--- config.mk ---
export PLATFORM = sky130hd
export DESIGN_NAME = icb_imu_gen2
export DESIGN_NICKNAME = d
export VERILOG_FILES = /design/src/rtl/icb_imu_gen2.sv
export SDC_FILE = /design/constraint.sdc
export NUM_CORES = 1
export LEC_CHECK = 0
export CAP_MARGIN = 10
export CORE_AREA = 2 2 151 153
export CTS_CLUSTER_DIAMETER = 100
export DETAILED_ROUTE_END_ITERATION = 6
export DIE_AREA = 0 0 153 155
export PLACE_DENSITY = 0.81
export REMOVE_ABC_BUFFERS = 1
export SYNTH_ARGS = -nofsm -noshare
export SYNTH_HDL_FRONTEND = slang
export SYNTH_SLANG_ARGS = --single-unit
--- constraint.sdc ---
create_clock -name clk -period 6.85 [get_ports clk]
set_input_delay 1.0275 -clock clk [delete_from_list [all_inputs] [get_ports clk]]
set_output_delay 1.0275 -clock clk [all_outputs]
set_load 0.01 [all_outputs]
--- src/rtl/icb_imu_gen2.sv ---
// ICB slave bridging the SoC bus to the MHSA core: lane-merging SRAM window plus CSR block.
// Optional macro IMU_ERR_EN: flag unmapped accesses and illegal CSR0 writes with icb_rsp_err.
module icb_imu_gen2 #(
    parameter int          SRAM_DW  = 64,
    parameter int          SRAM_AW  = 14,
    parameter logic [31:0] CSR_BASE = 32'h0002_0000,
    parameter int          CSR_NUM  = 4
) (
    input  logic                    clk,
    input  logic                    rst_n,
    input  logic                    icb_cmd_valid,
    output logic                    icb_cmd_ready,
    input  logic                    icb_cmd_read,
    input  logic [31:0]             icb_cmd_addr,
    input  logic [31:0]             icb_cmd_wdata,
    input  logic [3:0]              icb_cmd_wmask,
    output logic                    icb_rsp_valid,
    input  logic                    icb_rsp_ready,
    output logic [31:0]             icb_rsp_rdata,
    output logic                    icb_rsp_err,
    output logic [SRAM_AW-1:0]      usram_addr,
    output logic                    usram_re,
    input  logic [SRAM_DW-1:0]      usram_rdata,
    output logic                    usram_we,
    output logic [SRAM_DW-1:0]      usram_wdata,
    output logic [SRAM_DW/8-1:0]    usram_wmask,
    output logic                    start_pulse,
    input  logic                    done_i,
    output logic [CSR_NUM*32-1:0]   csr_q
);

    localparam int LANES  = SRAM_DW / 32;
    localparam int LB     = $clog2(LANES);
    localparam int MW     = SRAM_DW / 8;
    localparam int HIT_SH = SRAM_AW + LB + 2;

    typedef enum logic [1:0] {IDLE, RD_WAIT, RSP} state_t;
    state_t state, state_nxt;

    logic                accept, sram_hit, csr_hit, csr_sel;
    logic                sram_wr, flush, csr_wr, csr0_bad, err_nxt;
    logic                start_set, done_clr, done_flag;
    logic [31:0]         csr_off, cmd_lane, bmask, csr_rd;
    logic [29:0]         csr_idx;
    logic [SRAM_AW-1:0]  cmd_word, we_addr_p1;
    logic [31:0]         rd_lane_p1;
    logic [SRAM_DW-1:0]  wbuf_nxt;
    logic [MW-1:0]       wmacc_p0, wmacc_nxt;
    logic [31:0]         csr_regs [2:CSR_NUM-1];

    function automatic logic [31:0] lane_of(input logic [SRAM_DW-1:0] w, input logic [31:0] l);
        logic [31:0] r;
        r = '0;
        for (int i = 0; i < LANES; i++)
            if (l == 32'(i)) r = w[SRAM_DW-1-32*i -: 32];
        return r;
    endfunction

    function automatic logic [31:0] byte_mask(input logic [3:0] m);
        return {{8{m[3]}}, {8{m[2]}}, {8{m[1]}}, {8{m[0]}}};
    endfunction

    // Command decode
    assign icb_cmd_ready = (state == IDLE) && rst_n;
    assign accept        = icb_cmd_valid && icb_cmd_ready;
    assign sram_hit      = (icb_cmd_addr >> HIT_SH) == 32'd0;
    assign csr_off       = icb_cmd_addr - CSR_BASE;
    assign csr_hit       = (icb_cmd_addr >= CSR_BASE) && (csr_off < 32'(4 * CSR_NUM));
    assign csr_sel       = csr_hit && !sram_hit;
    assign csr_idx       = csr_off[31:2];
    assign cmd_lane      = (icb_cmd_addr >> 2) & 32'(LANES - 1);
    assign cmd_word      = SRAM_AW'(icb_cmd_addr >> (LB + 2));
    assign bmask         = byte_mask(icb_cmd_wmask);

`ifdef IMU_ERR_EN
    assign csr0_bad = !icb_cmd_read && csr_sel && (csr_idx == 30'd0) &&
                      (|(icb_cmd_wdata[31:1] & bmask[31:1]));
    assign err_nxt  = !(sram_hit || csr_hit) || csr0_bad;
`else
    assign csr0_bad = 1'b0;
    assign err_nxt  = 1'b0;
`endif

    assign sram_wr   = accept && !icb_cmd_read && sram_hit;
    assign flush     = sram_wr && (cmd_lane == 32'(LANES - 1));
    assign csr_wr    = accept && !icb_cmd_read && csr_sel && !csr0_bad;
    assign start_set = csr_wr && (csr_idx == 30'd0) && icb_cmd_wmask[0] && icb_cmd_wdata[0];
    assign done_clr  = csr_wr && (csr_idx == 30'd1) && icb_cmd_wmask[0] && icb_cmd_wdata[0];

    assign usram_re      = accept && icb_cmd_read && sram_hit;
    assign usram_addr    = usram_we ? we_addr_p1 : cmd_word;
    assign icb_rsp_valid = (state == RSP);

    always_comb begin
        wbuf_nxt  = usram_wdata;
        wmacc_nxt = wmacc_p0;
        for (int i = 0; i < LANES; i++) begin
            if (cmd_lane == 32'(i)) begin
                wbuf_nxt[SRAM_DW-1-32*i -: 32] = icb_cmd_wdata;
                wmacc_nxt[MW-1-4*i -: 4]       = wmacc_p0[MW-1-4*i -: 4] | icb_cmd_wmask;
            end
        end
    end

    always_comb begin
        csr_rd = '0;
        if (csr_idx == 30'd1) csr_rd = {31'b0, done_flag};
        for (int i = 2; i < CSR_NUM; i++)
            if (csr_idx == 30'(i)) csr_rd = csr_regs[i];
    end

    always_comb begin
        csr_q          = '0;
        csr_q[32 +: 32] = {31'b0, done_flag};
        for (int i = 2; i < CSR_NUM; i++)
            csr_q[32*i +: 32] = csr_regs[i];
    end

    always_comb begin
        state_nxt = state;
        case (state)
            IDLE:    if (accept) state_nxt = (icb_cmd_read && sram_hit) ? RD_WAIT : RSP;
            RD_WAIT: state_nxt = RSP;
            RSP:     if (icb_rsp_ready) state_nxt = IDLE;
            default: state_nxt = IDLE;
        endcase
    end

    // Registered stage: FSM, response, write buffer, CSRs
    always_ff @(posedge clk or negedge rst_n) begin
        if (!rst_n) begin
            state         <= IDLE;
            icb_rsp_rdata <= '0;
            icb_rsp_err   <= 1'b0;
            usram_we      <= 1'b0;
            usram_wdata   <= '0;
            usram_wmask   <= '0;
            wmacc_p0      <= '0;
            we_addr_p1    <= '0;
            rd_lane_p1    <= '0;
            start_pulse   <= 1'b0;
            done_flag     <= 1'b0;
            for (int i = 2; i < CSR_NUM; i++) csr_regs[i] <= '0;
        end else begin
            state       <= state_nxt;
            usram_we    <= flush;
            start_pulse <= start_set;
            done_flag   <= done_i || (done_flag && !done_clr);
            if (sram_wr) begin
                usram_wdata <= wbuf_nxt;
                if (flush) begin
                    usram_wmask <= wmacc_nxt;
                    wmacc_p0    <= '0;
                    we_addr_p1  <= cmd_word;
                end else begin
                    wmacc_p0    <= wmacc_nxt;
                end
            end
            if (accept) begin
                icb_rsp_rdata <= (icb_cmd_read && csr_sel) ? csr_rd : 32'd0;
                icb_rsp_err   <= err_nxt;
                rd_lane_p1    <= cmd_lane;
            end
            if (state == RD_WAIT) icb_rsp_rdata <= lane_of(usram_rdata, rd_lane_p1);
            for (int i = 2; i < CSR_NUM; i++)
                if (csr_wr && csr_idx == 30'(i))
                    csr_regs[i] <= (csr_regs[i] & ~bmask) | (icb_cmd_wdata & bmask);
        end
    end

endmodule

==> out/qor.txt, run 1 <==
Hold Crit Class -> register to register
Starting DRT DRC Count -> 365
Cell Pwr Density -> 211 nW/um2
Mapped Avg Cell Area -> 12.3 um2
Post-DP HPWL -> 20600 um
CP cell instances -> clkdlybuf4s50_1 -> inv_1 -> ha_1 -> nor4b_2 -> nand2_1 -> nor3_1 -> and3_1 -> clkdlybuf4s50_1
Syn Inst Count -> 789
Clock Sinks -> 196
Cell variety after synth -> 49
# diodes -> 0
EDFF count, synth -> 0
WL final -> 30100 um
top_reg_cell synth -> dfrtp_1
drt pass-1 iters -> 4
CTS Root Cell -> clkbuf_16
Synthesis Warnings -> 0
final hold vios -> 0
crit-path leading delay family -> buffers and inverters
fin cells -> 1388
via count of the first global-routing pass -> 7928
Rel. slew slack -> 19.9%
Seq/Total Area, Yosys -> 50.7%
setup TNS -> 0 ns
CTS clk-pin slew, worst paths -> 0.07 ns
CTS tree -> built
Final min period -> 4.47 ns
PostCTS Resize Cnt -> 0
Flop pwr share -> 45.6%
Core Area -> 22200 um2
Mapped Area -> 9670 um2
# IOs -> 390
status -> complete, no violations
Comb pwr share -> 18.7%
clk_skew -> 0.0167 ns
final setup fails -> 0
Initial Util -> 43.5%
RSZ-0062 raised after global routing -> false
Max Cap Viol -> 0
critical path's largest stage delay -> 0.58 ns
Req. time, crit path -> 5.82 ns
worst skew pair latency -> 0.44 ns
largest net degree at the start of global routing -> 75
sum of buffers and inverters on the critical path -> 3
hold buffer count at CTS -> 0
Critical Path Slowest Stage Cell -> clkdlybuf4s50_1
Die X -> 153 um
Peak VDD IR -> 0.175 mV
final worst-path cycle share -> 65.3%
Overflow after GRT -> 0
ranking of synthesized cells by area -> dfrtp_1, mux2_2, buf_4, o2111ai_1, a22o_1
H-tree Lvls -> 4
register bit count reported by yosys -> 196
nets -> 1229
WP data arrival -> 3.44 ns
die area -> 23700 um2
CP most frequent cell -> clkdlybuf4s50_1
switching pwr -> 0.828 mW
crit path capture type -> output port
via-per-instance ratio -> 5.48
Synth area leader -> dfrtp_1
PnR Total Power -> 2.86 mW
fmax -> 224 MHz
CP Class -> primary input to output port
Clock Power Share -> 35.8%
Post-CTS Setup Repair Bufs -> 0
Residual DRC -> 0
fraction of layout cells with a size suffix above 1 -> 22.8%
RePlAce Congestion -> 0.805
Setup crit start kind -> primary input
CTS buffer count -> 17
async set or reset register ratio after synthesis -> 100%
Pleak -> 5.88 nW
switching share of power -> 29.0%
synthesis-to-layout area growth -> 40.1%
leading cell types by count after synthesis -> dfrtp_1, mux2_2, buf_4, nor2_1, a21oi_1
DR WL/cell -> 21.7 um
Total GRT Usage -> 25.1%
Final Util -> 60.9%
measured slew at the worst slew-check pin -> 1.20 ns
Int Power -> 2.03 mW
via count -> 7610
most common cell in the synthesized netlist -> dfrtp_1
post-route ant nets -> 0
pins over their slew limit -> 0
Die Y -> 155 um
PortBufs -> 323
largest fanout on the critical path -> 5
first-pass GRT wire length -> 45900 um
Synth top area share -> 50.7%
num rows -> 55
antenna violations before repair -> 0
CTS Buffer Depth -> 2
placed instance count -> 1356
==> per-stage QoR <==
stage               hold WS, ns  instance area, um2  setup slack, ns
global placement          0.474               12900             2.12
global route              0.520               13500             2.18
finish                    0.495               13500             2.38
floorplan                 0.457                9220            0.193
CTS                       0.502               13500             2.38
detailed placement        0.487               12900             2.05
==> cell usage in the layout, fill, tap and decap left out, types with 4 or more instances in the layout <==
cell               n
and3_1             5
a22o_1            31
o21ai_0           37
inv_6              7
o2111ai_1         31
dfrtp_1          195
nor2_1            51
a2111oi_4          8
conb_1            64
buf_4              9
a21oi_1           43
clkdlybuf4s50_1  322
nor3_1             4
inv_1              9
mux2_2           184
nor2b_1            8
clkinv_8           4
nor4_1             4
mux2_4             4
nand2_1           10
clkbuf_16         17
nand3_1            5
==> worst min-delay path: stages, from the launching register on <==
cell and delay [ns]:
dfrtp_1 0.34, a21oi_1 0.04, nor2_1 0.07
==> path summary, 6_finish.rpt <==
| check | depth (start not counted) | from | end | slack, ns |
|---|---|---|---|---|
| hold reg to reg | 2 | wmacc_p0[5] | wmacc_p0[5] | 0.50 |
| setup reg to reg | 6 | state[1] | register | 3.70 |
| min in group asynchronous | 1 | rst_n | usram_wmask[5] | 0.58 |
| setup / recovery | 8 | icb_cmd_addr[17] | usram_re | 2.38 |
| hold / removal | 2 | wmacc_p0[5] | wmacc_p0[5] | 0.50 |
| max in group asynchronous | 2 | rst_n | async pin | 4.82 |
==> final cells by class <==
type / instances / area, um2
sequential: 196 / 4910
fill: 1779 / 8690
clock buffer: 19 / 453
tap: 285 / 357
multi-input combinational: 534 / 4330
clock inverter: 13 / 149
timing repair buffer: 332 / 3300
inverter: 9 / 33.8
==> per-layer routing <==
layer | vias up | share of wire (%) | global-route usage, %
met3 | 54 | 7.3 | 7.02
li1 | 3378 | - | -
met4 | 0 | 2.7 | 8.91
met2 | 340 | 50 | 43.8
met5 | - | 0 | 0
met1 | 3838 | 40 | 30.0
==> kinds of logic after synthesis <==
family	after synthesis	share of synthesized area, %
XOR/XNOR	1	0.0906
flip-flops	196	50.7
AO/OA/AOI/OAI	165	13.3
buffers and inverters	122	7.42
AND/OR/NAND/NOR	113	5.98
other	1	0.0388
adder cells (fa/ha/maj)	1	0.129
multiplexers	190	22.3
==> power groups by stage <==
stage                     clock (mW)  combinational (mW)  sequential (mW)
final                           1.02               0.533             1.30
after CTS                       1.04               0.539             1.30
after floorplan                    0               0.171             1.33
after global routing            1.09               0.576             1.31
after global placement             0               0.530             1.32
after detailed placement           0               0.534             1.32
(Power assumes the default switching activity.)
==> run 2: changes to the inputs <==
CORE_AREA = 2 2 159 161   (was 2 2 151 153)
DIE_AREA = 0 0 161 163   (was 0 0 153 155)
PLACE_DENSITY = 0.77   (was 0.81)
clock period = 3.6 ns   (was 6.85 ns; I/O delays follow)
==> out/qor.txt, run 2 (synthesized netlist as in run 1, its figures left out) <==
Initial Util -> 39.2% (was 43.5%)
Max Cap Viol -> 0 (unchanged)
Fillers -> 2061 (was 1779)
worst skew pair latency -> 0.43 ns (was 0.44 ns)
PostCTS Resize Cnt -> 0 (unchanged)
Comb pwr share -> 18.8% (was 18.7%)
Core Area -> 24700 um2 (was 22200 um2)
Setup crit start kind -> primary input (unchanged)
drt pass-1 iters -> 5 (was 4)
worst reg2reg setup slack -> 1.17 ns (was 3.70 ns)
largest fanout on the critical path -> 5 (unchanged)
Clock Sinks -> 196 (unchanged)
final setup fails -> 0 (unchanged)
via count -> 7594 (was 7610)
Starting DRT DRC Count -> 374 (was 365)
Cell Pwr Density -> 393 nW/um2 (was 211 nW/um2)
Overflow after GRT -> 0 (unchanged)
CP Class -> primary input to output port (unchanged)
RePlAce Congestion -> 0.811 (was 0.805)
switching pwr -> 1.57 mW (was 0.828 mW)
setup slack at placement -> 0.0884 ns (was 2.05 ns)
design area -> 13900 um2 (was 13500 um2)
num rows -> 58 (was 55)
Total GRT Usage -> 22.8% (was 25.1%)
# IOs -> 390 (unchanged)
first-pass GRT wire length -> 46200 um (was 45900 um)
CP cell instances -> clkdlybuf4s50_1 -> inv_1 -> ha_1 -> nor4b_2 -> nand2_1 -> nor3_1 -> and3_1 -> clkdlybuf4s50_1 (unchanged)
Req. time, crit path -> 3.06 ns (was 5.82 ns)
CTS tree -> built (unchanged)
largest net degree at the start of global routing -> 78 (was 75)
Die Y -> 163 um (was 155 um)
Clock Power Share -> 36.0% (was 35.8%)
CTS Root Cell -> clkbuf_16 (unchanged)
nets -> 1252 (was 1229)
Final min period -> 3.44 ns
CP most frequent cell -> clkdlybuf4s50_1 (unchanged)
commonest non-fill, non-tap cell in the layout -> clkdlybuf4s50_1 (unchanged)
Die X -> 161 um (was 153 um)
Rel. slew slack -> 34.6% (was 19.9%)
Post-DP HPWL -> 21300 um (was 20600 um)
PnR Total Power -> 5.47 mW (was 2.86 mW)
fmax -> 291 MHz
Flop pwr share -> 45.2% (was 45.6%)
via count of the first global-routing pass -> 7876 (was 7928)
most frequent cells in the layout -> clkdlybuf4s50_1, dfrtp_1, mux2_2 (unchanged)
CTS Buffer Depth -> 2 (unchanged)
synthesis-to-layout area growth -> 44.0% (was 40.1%)
post-route ant nets -> 0 (unchanged)
WL final -> 29900 um (was 30100 um)
RSZ-0062 raised after global routing -> false (unchanged)
antenna violations before repair -> 0 (unchanged)
status -> complete, no violations (unchanged)
clk_skew -> 0.0154 ns (was 0.0167 ns)
final hold vios -> 0 (unchanged)
final worst setup slack -> 0.160 ns (was 2.38 ns)
final worst-path cycle share -> 95.6%
pins over their slew limit -> 0 (unchanged)
H-tree Lvls -> 4 (unchanged)
PortBufs -> 323 (unchanged)
WP data arrival -> 2.90 ns (was 3.44 ns)
DR WL/cell -> 20.5 um (was 21.7 um)
placed instance count -> 1423 (was 1356)
Int Power -> 3.90 mW (was 2.03 mW)
switching share of power -> 28.8% (was 29.0%)
Register Area -> 4910 um2 (unchanged)
fraction of layout cells with a size suffix above 1 -> 24.6% (was 22.8%)
area of placed instances -> 13300 um2 (was 12900 um2)
measured slew at the worst slew-check pin -> 0.981 ns (was 1.20 ns)
die area -> 26200 um2 (was 23700 um2)
Peak VDD IR -> 0.302 mV (was 0.175 mV)
CTS buffer count -> 17 (unchanged)
critical path's largest stage delay -> 0.57 ns (was 0.58 ns)
Critical Path Slowest Stage Cell -> clkdlybuf4s50_1 (unchanged)
via-per-instance ratio -> 5.22 (was 5.48)
area of the multi-input gates -> 4340 um2 (was 4330 um2)
Hold Crit Class -> register to register (unchanged)
Pleak -> 6.02 nW (was 5.88 nW)
# diodes -> 0 (unchanged)
CTS clk-pin slew, worst paths -> 0.07 ns (about the same)
crit path capture type -> output port (unchanged)
fin cells -> 1456 (was 1388)
Residual DRC -> 0 (unchanged)
-- run 2: routing by layer --
layer  routed length, um  global-route usage (%)
met4                 850                    8.16
met3                2280                    5.91
met5                   0                       0
met2               15000                    39.3
met1               11700                    27.6
-- run 2: layout make-up --
cell class | instances | share of cell area (%)
Timing Repair Buffer | 355 | 26.0
Inverter | 9 | 0.243
Multi-Input combinational cell | 534 | 31.2
Tap cell | 330 | 2.97
Sequential cell | 196 | 35.2
Clock inverter | 15 | 1.33
Clock buffer | 17 | 3.06
-- run 2: per-stage QoR --
step	utilization [%]	hold slack (ns)	TNS (ns)
2_1_floorplan	-	0.244	-176.85
3_3_place_gp	53.9	0.424	0
3_5_place_dp	53.9	0.425	0
4_1_cts	56.4	0.500	0
5_1_grt	56.4	0.518	0
6_report	56.4	0.498	0
-- run 2: worst paths after layout --
path,from,endpoint,cells past startpoint
hold reg to reg,wmacc_p0[7],wmacc_p0[7],2
setup / recovery,icb_cmd_addr[18],usram_re,8
max in group asynchronous,rst_n,icb_rsp_rdata[5],4
min in group asynchronous,rst_n,we_addr_p1[10],2
hold / removal,wmacc_p0[7],wmacc_p0[7],2
setup reg to reg,state[1],icb_rsp_rdata[17],7
-- run 2: power by group through the flow --
stage	combinational (mW)	clock [mW]	sequential, mW
floorplan	0.326	0	2.54
global placement	1.02	0	2.50
detailed placement	1.03	0	2.51
CTS	1.04	2.01	2.47
global route	1.11	2.09	2.49
finish	1.03	1.97	2.47
-- run 2: what timing repair did --
item                      4_1_cts  5_1_grt
hold buffers                    1        0
hold endpoints to repair       17        0
buffers inserted                0        0
-- run 2: worst max-delay path: cells and delay by family --
| family | cells | cell delay, ns |
|---|---|---|
| fa+ha+maj | 1 | 0.20 |
| buf+inv | 3 | 1.11 |
| simple gates | 4 | 1.04 |
